**src/rtl/cla_pkg.sv**
```systemverilog
// Shared types and sizing helpers for the pipelined carry-lookahead adder.
package cla_pkg;

   localparam int unsigned MAX_GROUP  = 8;
   localparam int unsigned MAX_WIDTH  = 128;
   // Narrowest legal group is 2 bits, so this bounds the group count.
   localparam int unsigned MAX_GROUPS = MAX_WIDTH / 2;

   // Number of lookahead groups; the top group may be narrower than the rest.
   function automatic int unsigned ngroups(input int unsigned width, input int unsigned group);
      return (width + group - 1) / group;
   endfunction

   // Payload held between the p/g stage and the carry/sum stage. Sized for the
   // widest configuration; only the low WIDTH / NG bits carry information.
   typedef struct packed {
      logic [MAX_WIDTH-1:0]  p;
      logic [MAX_WIDTH-1:0]  g;
      logic [MAX_GROUPS-1:0] pm;
      logic [MAX_GROUPS-1:0] gm;
      logic                  c0;
      logic                  a_msb;
      logic                  bx_msb;
   } stage1_t;

endpackage

```
**src/rtl/clu_nbits.sv**
```systemverilog
// N-bit carry-lookahead unit: flat sum-of-products carries plus group p/g.
module clu_nbits #(
   parameter int unsigned N = 4
) (
   input  logic [N-1:0] p,
   input  logic [N-1:0] g,
   input  logic         cin,
   output logic [N-1:0] cout,
   output logic         pm,
   output logic         gm
);

   localparam int NI = int'(N);

   // Carry into each bit and group generate, each as an OR of AND terms.
   always_comb begin
      logic term;
      cout = '0;
      gm   = 1'b0;
      term = 1'b0;
      for (int i = 0; i < NI; i++) begin
         term = cin;
         for (int k = 0; k < i; k++) term = term & p[k];
         cout[i] = term;
         for (int j = 0; j < i; j++) begin
            term = g[j];
            for (int k = j + 1; k < i; k++) term = term & p[k];
            cout[i] = cout[i] | term;
         end
      end
      for (int j = 0; j < NI; j++) begin
         term = g[j];
         for (int k = j + 1; k < NI; k++) term = term & p[k];
         gm = gm | term;
      end
   end

   assign pm = &p;

endmodule

```
**src/rtl/cla_adder_pipe.sv**
```systemverilog
// Pipelined two-level carry-lookahead adder/subtractor with valid/ready flow control.
module cla_adder_pipe
   import cla_pkg::*;
#(
   parameter int unsigned WIDTH  = 32,
   parameter int unsigned GROUP  = 4,
   parameter int unsigned STAGES = 2
) (
   input  logic             clk,
   input  logic             rst,
   input  logic             in_valid,
   output logic             in_ready,
   input  logic [WIDTH-1:0] a,
   input  logic [WIDTH-1:0] b,
   input  logic             cin,
   input  logic             sub,
   output logic             out_valid,
   input  logic             out_ready,
   output logic [WIDTH-1:0] sum,
   output logic             cout,
   output logic             ovf,
   output logic             zero
);

   localparam int unsigned Grp      = (GROUP > MAX_GROUP) ? MAX_GROUP : GROUP;
   localparam int unsigned NG       = ngroups(WIDTH, Grp);
   localparam int unsigned RW       = WIDTH + 3;
   localparam int unsigned ResStage = (STAGES == 1) ? 0 : 1;

   // ---------------- stage 1: operand prep and bit/group p,g ----------------
   logic [WIDTH-1:0] bx, p1, g1, unused_c1;
   logic [NG-1:0]    pm1, gm1;
   logic             c0;
   stage1_t          s1_in, s1_use;

   assign bx = sub ? ~b : b;
   assign c0 = sub ? ~cin : cin;
   assign p1 = a ^ bx;
   assign g1 = a & bx;

   for (genvar gi = 0; gi < NG; gi++) begin : g_grp1
      localparam int unsigned Base = gi * Grp;
      localparam int unsigned Len  = (Base + Grp > WIDTH) ? WIDTH - Base : Grp;
      clu_nbits #(.N(Len)) u_clu (
         .p    (p1[Base +: Len]),
         .g    (g1[Base +: Len]),
         .cin  (1'b0),
         .cout (unused_c1[Base +: Len]),
         .pm   (pm1[gi]),
         .gm   (gm1[gi])
      );
   end

   // Pack the stage-1 payload; unused upper bits stay zero.
   always_comb begin
      s1_in              = '0;
      s1_in.p[WIDTH-1:0] = p1;
      s1_in.g[WIDTH-1:0] = g1;
      s1_in.pm[NG-1:0]   = pm1;
      s1_in.gm[NG-1:0]   = gm1;
      s1_in.c0           = c0;
      s1_in.a_msb        = a[WIDTH-1];
      s1_in.bx_msb       = bx[WIDTH-1];
   end

   // ---------------- stage 2: group carries, bit carries, sum ----------------
   logic [WIDTH-1:0] p2, g2, c2, sum_c;
   logic [NG-1:0]    pm2, gm2, gc, unused_pm2, unused_gm2;
   logic             tree_pm, tree_gm, cout_c, ovf_c, zero_c;
   logic [RW-1:0]    res_d, res_out;

   assign p2  = s1_use.p[WIDTH-1:0];
   assign g2  = s1_use.g[WIDTH-1:0];
   assign pm2 = s1_use.pm[NG-1:0];
   assign gm2 = s1_use.gm[NG-1:0];

   clu_nbits #(.N(NG)) u_tree (
      .p    (pm2),
      .g    (gm2),
      .cin  (s1_use.c0),
      .cout (gc),
      .pm   (tree_pm),
      .gm   (tree_gm)
   );

   for (genvar gi = 0; gi < NG; gi++) begin : g_grp2
      localparam int unsigned Base = gi * Grp;
      localparam int unsigned Len  = (Base + Grp > WIDTH) ? WIDTH - Base : Grp;
      clu_nbits #(.N(Len)) u_clu (
         .p    (p2[Base +: Len]),
         .g    (g2[Base +: Len]),
         .cin  (gc[gi]),
         .cout (c2[Base +: Len]),
         .pm   (unused_pm2[gi]),
         .gm   (unused_gm2[gi])
      );
   end

   assign sum_c  = p2 ^ c2;
   assign cout_c = tree_gm | (tree_pm & s1_use.c0);
   // Same-sign operands whose sum flips sign; equals c[WIDTH-1] ^ cout.
   assign ovf_c  = (s1_use.a_msb ~^ s1_use.bx_msb) & (s1_use.a_msb ^ sum_c[WIDTH-1]);
   assign zero_c = ~|sum_c;
   assign res_d  = {sum_c, cout_c, ovf_c, zero_c};

   // ---------------- pipeline control ----------------
   logic [STAGES:0]   rdy;
   logic [STAGES-1:0] v_q, v_in;

   // Ready ripples back from the output; a stage frees up as its occupant leaves.
   always_comb begin
      rdy         = '0;
      rdy[STAGES] = out_ready;
      for (int k = int'(STAGES) - 1; k >= 0; k--) rdy[k] = ~v_q[k] | rdy[k+1];
   end

   // Valid entering each stage.
   always_comb begin
      v_in    = '0;
      v_in[0] = in_valid;
      for (int k = 1; k < int'(STAGES); k++) v_in[k] = v_q[k-1];
   end

   // Stage valid bits advance whenever the stage may load.
   always_ff @(posedge clk or posedge rst) begin
      if (rst) begin
         v_q <= '0;
      end else begin
         for (int k = 0; k < int'(STAGES); k++) begin
            if (rdy[k]) v_q[k] <= v_in[k];
         end
      end
   end

   assign in_ready  = rdy[0];
   assign out_valid = v_q[STAGES-1];

   // ---------------- pipeline data ----------------
   if (STAGES == 1) begin : g_comb_s1
      assign s1_use = s1_in;
   end else begin : g_reg_s1
      stage1_t s1_q;
      // Capture p/g payload only on an accepted beat.
      always_ff @(posedge clk or posedge rst) begin
         if (rst)                      s1_q <= '0;
         else if (rdy[0] && in_valid)  s1_q <= s1_in;
      end
      assign s1_use = s1_q;
   end

   logic [RW-1:0] res_q;
   // Result register loads only when a valid beat moves into it.
   always_ff @(posedge clk or posedge rst) begin
      if (rst)                                 res_q <= '0;
      else if (rdy[ResStage] && v_in[ResStage]) res_q <= res_d;
   end

   if (STAGES >= 3) begin : g_out_reg
      logic [RW-1:0] out_q;
      // Extra output slice, same load rule as the stage before it.
      always_ff @(posedge clk or posedge rst) begin
         if (rst)                  out_q <= '0;
         else if (rdy[2] && v_q[1]) out_q <= res_q;
      end
      assign res_out = out_q;
   end else begin : g_no_out_reg
      assign res_out = res_q;
   end

   assign sum  = res_out[RW-1:3];
   assign cout = res_out[2];
   assign ovf  = res_out[1];
   assign zero = res_out[0];

   logic unused_s1;
   assign unused_s1 = ^s1_use;

endmodule
```
**config.mk**
```make
export PLATFORM = sky130hd
export DESIGN_NAME = cla_adder_pipe
export DESIGN_NICKNAME = d
export VERILOG_FILES = /design/src/rtl/cla_pkg.sv /design/src/rtl/clu_nbits.sv /design/src/rtl/cla_adder_pipe.sv
export SDC_FILE = /design/constraint.sdc
export NUM_CORES = 1
export LEC_CHECK = 0
export ABC_AREA = 1
export BUFFER_PORTS_ARGS = -buffer_cell sky130_fd_sc_hd__clkbuf_2
export CAP_MARGIN = 0
export CORE_MARGIN = 1.5
export CORE_UTILIZATION = 35
export DETAILED_ROUTE_END_ITERATION = 12
export GPL_TIMING_DRIVEN = 0
export PLACE_DENSITY = 0.59
export SLEW_MARGIN = 10
export SYNTH_ARGS = -nofsm -noshare
export SYNTH_HDL_FRONTEND = slang
export SYNTH_HIERARCHICAL = 1
export SYNTH_SLANG_ARGS = --single-unit
```
**constraint.sdc**
```tcl
create_clock -name clk -period 4.2 [get_ports clk]
set_input_delay 0.21 -clock clk [delete_from_list [all_inputs] [get_ports clk]]
set_output_delay 0.21 -clock clk [all_outputs]
set_load 0.05 [all_outputs]
```
### Word level (Yosys, flattened, before mapping)

Cells that the tools add are included.

| word-level totals | value |
|---|---|
| register bits | 119 |
| input bits | 70 |
| output and inout port bits | 37 |

| operators by class | value |
|---|---|
| muxes and demuxes | 2 |
| bitwise logic cells | 252 |
| reductions and logical operators | 13 |

Operator list:

| operator | number |
|---|---|
| $and A1 B1 Y1 | 133 |
| $or A1 B1 Y1 | 110 |
| $xor A32 B32 Y32 | 2 |
| $and A32 B32 Y32 | 1 |
| $mux W32 | 1 |
| $not A32 Y32 | 1 |
| $reduce_and A4 Y1 | 8 |
| $reduce_or A32 Y1 | 1 |
| $reduce_and A8 Y1 | 1 |
| $not A1 Y1 | 3 |
| $logic_and A1 B1 Y1 | 2 |
| $logic_not A1 Y1 | 1 |
| $mux W1 | 1 |
| $xnor A1 B1 Y1 | 1 |
| $xor A1 B1 Y1 | 1 |

### Depth between registers and ports, before layout

| logic depth | value |
|---|---|
| word-level depth | 23 |
| gate-level depth with buffers | 18 |
| gate-level depth less buffers | 18 |

### Hierarchy

The synthesis kept the hierarchy.

Modules (own cells, without submodules):

| module | times used | cells each | area an instance (sq um) | sequential area each (sq um) |
|---|---|---|---|---|
| cla_adder_pipe | 1 | 644 | 5,710.5 | 3,002.9 |
| clu_nbits at g_grp1[0].u_clu ... | 16 | 18 | 98.8 | 0.0 |
| clu_nbits at u_tree | 1 | 38 | 205.2 | 0.0 |

### Worst setup path after synthesis

No wires, ideal clock.

| timing path | value |
|---|---|
| path kind | register -> register |
| start point | reg g_reg_s1.s1_q[70] (netlist bit) |
| end point | reg res_q[0] (netlist: res_out[0]) |
| setup time | 0.066 ns |
| arrival | 1.805 ns |
| required time | 4.134 ns |
| path slack | 2.329 ns |
| cell stages (with the launch flop) | 19 |
| buffers on the path | 0 |
| clock period less this slack | 1.871 ns |
| cell sequence | dfrtp_1 > nand2_1 > nand2_2 > nor2_2 > nand3_2 > nand2_2 > nand2_2 > nand2_1 > nand2_1 > a21o_2 > nand2_1 > nand2_1 > xnor2_1 > nand2_1 > nor2_1 > nand2_1 > nor2_1 > nand2_1 > nand2_1 |

| between the ends | value |
|---|---|
| elaborated cells between the ends (all ways) | 77 |

RTL lines:

| what | line | source |
|---|---|---|
| start, declared | cla_adder_pipe.sv:142 | `stage1_t s1_q;` |
| start signal, assigned | cla_adder_pipe.sv:146 | `else if (rdy[0] && in_valid) s1_q <= s1_in;` |
| $and A1 B1 Y1, on equally long branches | clu_nbits.sv:23, clu_nbits.sv:27 |  |
| $or A1 B1 Y1 (2 in a row) | clu_nbits.sv:28 | `cout[i] = cout[i] \| term;` |
| $or A1 B1 Y1 (*) (2 in a row) | clu_nbits.sv:28 |  |
| named net gc[4] | cla_adder_pipe.sv:68 | `logic [NG-1:0] pm2, gm2, gc, unused_pm2, unused_gm2;` |
| $and A1 B1 Y1 (3 in a row) | clu_nbits.sv:23 | `for (int k = 0; k < i; k++) term = term & p[k];` |
| $or A1 B1 Y1 (3 in a row) | clu_nbits.sv:28 |  |
| $xor A32 B32 Y32 (*) | cla_adder_pipe.sv:99 | `assign sum_c = p2 ^ c2;` |
| $reduce_or A32 Y1 (*) | cla_adder_pipe.sv:103 | `assign zero_c = ~\|sum_c;` |
| $logic_not A1 Y1 (*) | cla_adder_pipe.sv:103 |  |
| end signal, assigned | cla_adder_pipe.sv:155 | `else if (rdy[ResStage] && v_in[ResStage]) res_q <= res_d;` |
| end, declared | cla_adder_pipe.sv:151 | `logic [RW-1:0] res_q;` |

Mark *: on every way through the listed nets, which the timed path passes. The rest lies on a longest branch.
A chain may end at the register's enable or synchronous reset.

### Worst setup path after layout

| timing path | value |
|---|---|
| start point | reg g_reg_s1.s1_q[69] (netlist bit) |
| end point | reg res_q[0] (netlist: res_out[0]) |

| between the ends | value |
|---|---|
| elaborated cells between the ends (all ways) | 88 |

RTL lines:

| what | line |
|---|---|
| $and A1 B1 Y1, on equally long branches (2 in a row) | clu_nbits.sv:23, clu_nbits.sv:27 |
| $or A1 B1 Y1 | clu_nbits.sv:28 |
| $or A1 B1 Y1 (*) (3 in a row) | clu_nbits.sv:28 |
| named net gc[4] | cla_adder_pipe.sv:68 |
| $and A1 B1 Y1 (3 in a row) | clu_nbits.sv:23 |
| $or A1 B1 Y1 (3 in a row) | clu_nbits.sv:28 |
| $xor A32 B32 Y32 (*) | cla_adder_pipe.sv:99 |
| $reduce_or A32 Y1 (*) | cla_adder_pipe.sv:103 |
| $logic_not A1 Y1 (*) | cla_adder_pipe.sv:103 |

Marks and branches as above.

==> qor.yml <==
status: "complete, no violations"
wl_per_cell_um: 13.9
clock_latency_ns: 0.36
max_stage_delay_ns: 0.42
tightest_slew_ns: 0.571
syn_nets: 895
cts_tree: "built"
crit_chain: "nand2_2 -> inv_1 -> nand2_1 -> nand3_2 -> nand2_2 -> nand2_2 -> nand2_1 -> nand2_1 -> a21o_2 -> nand2_1 -> nand2_1 -> xnor2_1 -> nand2_1 -> nor2_1 -> nand2_1 -> nor2_1 -> nand2_1 -> nand2_1"
cellInternalPower_mw: 2.34
final_common_cell: "nand2_1"
cp_num_buf_inv: 1
vdd.ir_drop.worst_uv: 231
p_switching_mw: 1.83
place_hpwl_um: 12100
netSwitchingFraction_pct: 43.8
crit_fanout: 5
fmax_mhz: 430
area.growth.synth_to_final_pct: 18.1
clk_pin_slew_ns: 0.07
routed_wirelength_um: 15900
finClkSkew_ns: 0.0103
postCtsSetupBuffers: 0
cp_slowest_cell: "dfrtp_1"
antennaDiodeCount: 0
crit_path_start_kind: "flip-flop"
finalHoldViolCount: 0
slew_viol_final: 0
die_h_um: 138
drive_gt1_share_pct: 23.5
p_comb_share_pct: 41.1
syn_area_um2: 6410
grt_pass1_vias: 5090
placement.io_buffers: 105
path_class: "reg2reg"
ant_nets: 0
ctsResizeCount: 0
num_vias: 5247
arrival_ns: 2.63
fp.coreArea_um2: 18000
cts_sinks: 112
nNetsFinal: 1013
maxCapViolations: 0
rsz0062_at_grt: "false"
seq_power_share_pct: 37.6
initial_core_util_pct: 35.7
route.detailed.drc: 0
cts_made_buffers: 9
htree_levels: 3
worst_slack_ns: 1.87
drt_iter0_markers: 335
fill_cells: 1877
yosysWarnings: 6
grt_max_degree: 89
antenna_found_initial: 0
power_density_nw_per_um2: 551
min_path_type: "in2reg"
grt_usage_pct: 17.3
drt_first_pass_iters: 5
clkPwrFrac_pct: 21.2
layout_common_cells: "nand2_1 (350), dfrtp_1 (112), clkbuf_2 (105)"
cpMostUsedCell: "nand2_1"
whs_ns: 0.103
avgViaCountPerCell: 4.58
dieArea_um2: 19100
finalPower_mw: 4.17
cts_buffer_depth: 2
die_w_um: 138
avgSynthCellArea_um2: 8.09
setup_violations: 0
period_share_pct: 55.4
cp.required_ns: 4.50
synthCells: 793
grt_pass1_wl_um: 26100
num_rows: 49
pre_cts_ws_ns: 1.90
power.leakage_nw: 4.14
place_congestion: 0.865
finish.utilization_pct: 42.2
end_kind: "flip-flop"
crit_family: "simple AND/OR/NAND/NOR gates"
ios: 107
overflow: 0
finalCriticalPeriod_ns: 2.33
root_buffer: "clkbuf_16"
relSlewSlack_pct: 61.5
## layout make-up
| type | instances | area, um^2 | area share [%] |
|---|---|---|---|
| Timing Repair Buffer | 107 | 563 | 7.44 |
| Tap cell | 229 | 287 | 3.78 |
| Clock buffer | 10 | 239 | 3.16 |
| Sequential cell | 112 | 2800 | 37.0 |
| Multi-Input combinational cell | 588 | 3120 | 41.1 |
| Clock inverter | 6 | 66.3 | 0.876 |
| Inverter | 56 | 215 | 2.84 |
| Buffer | 37 | 284 | 3.75 |
## final timing paths
path                                   startpoint                  to  slack, ns  cells after the start
worst max-delay path            g_reg_s1.s1_q[69]          res_out[0]       1.87                     18
worst min-delay path                        a[31]    g_reg_s1.s1_q[1]       0.10                      3
worst max register to register  g_reg_s1.s1_q[69]          res_out[0]       1.87                     18
max in group asynchronous                     rst  g_reg_s1.s1_q[274]       3.15                      4
min in group asynchronous                     rst         res_out[27]       0.35                      3
worst min register to register         res_out[5]          res_out[5]       0.48                      2
## metrics by stage
step,setup TNS (ns),std cells,instance area (um^2)
after global routing,0,1145,7570
after CTS,0,1145,7570
after floorplan,0,793,6410
after global placement,-44.45,1127,7220
final,0,1145,7570
after detailed placement,0,1128,7260
## layer usage
metal | wire, um | part of all wire [%] | vias up | track usage (%)
li1 | - | - | 2717 | -
met1 | 7560 | 48 | 2414 | 23.8
met2 | 7450 | 47 | 101 | 27.7
met3 | 570 | 3.6 | 15 | 2.77
met4 | 282 | 1.8 | 0 | 5.60
met5 | 0 | 0 | - | 0
## registers in the layout (all words and copies together), names as in the netlist
| signal | cells |
|---|---|
| g_reg_s1.s1_q | 51 |
| g2 | 24 |
| v_q | 2 |
| res_out | 35 |
## repair_timing
item / in CTS / in global routing
endpoints found under the setup margin: 0 / 0
hold buffers: 1 / 0
endpoints found under the hold margin: 24 / 0
## power groups by stage
| stage | logic, mW | clock network (mW) | registers, mW |
|---|---|---|---|
| finish | 1.72 | 0.886 | 1.57 |
| global route | 1.88 | 0.952 | 1.61 |
| CTS | 1.74 | 0.911 | 1.57 |
| detailed placement | 1.73 | 0 | 1.59 |
| global placement | 1.71 | 0 | 1.59 |
| floorplan | 0.757 | 0 | 2.09 |
## tightest hold or removal path: stages
cell      delay [ns]
clkbuf_2        0.11
nand2_1         0.06
nand2_1         0.05
(Power assumes the default switching activity.)
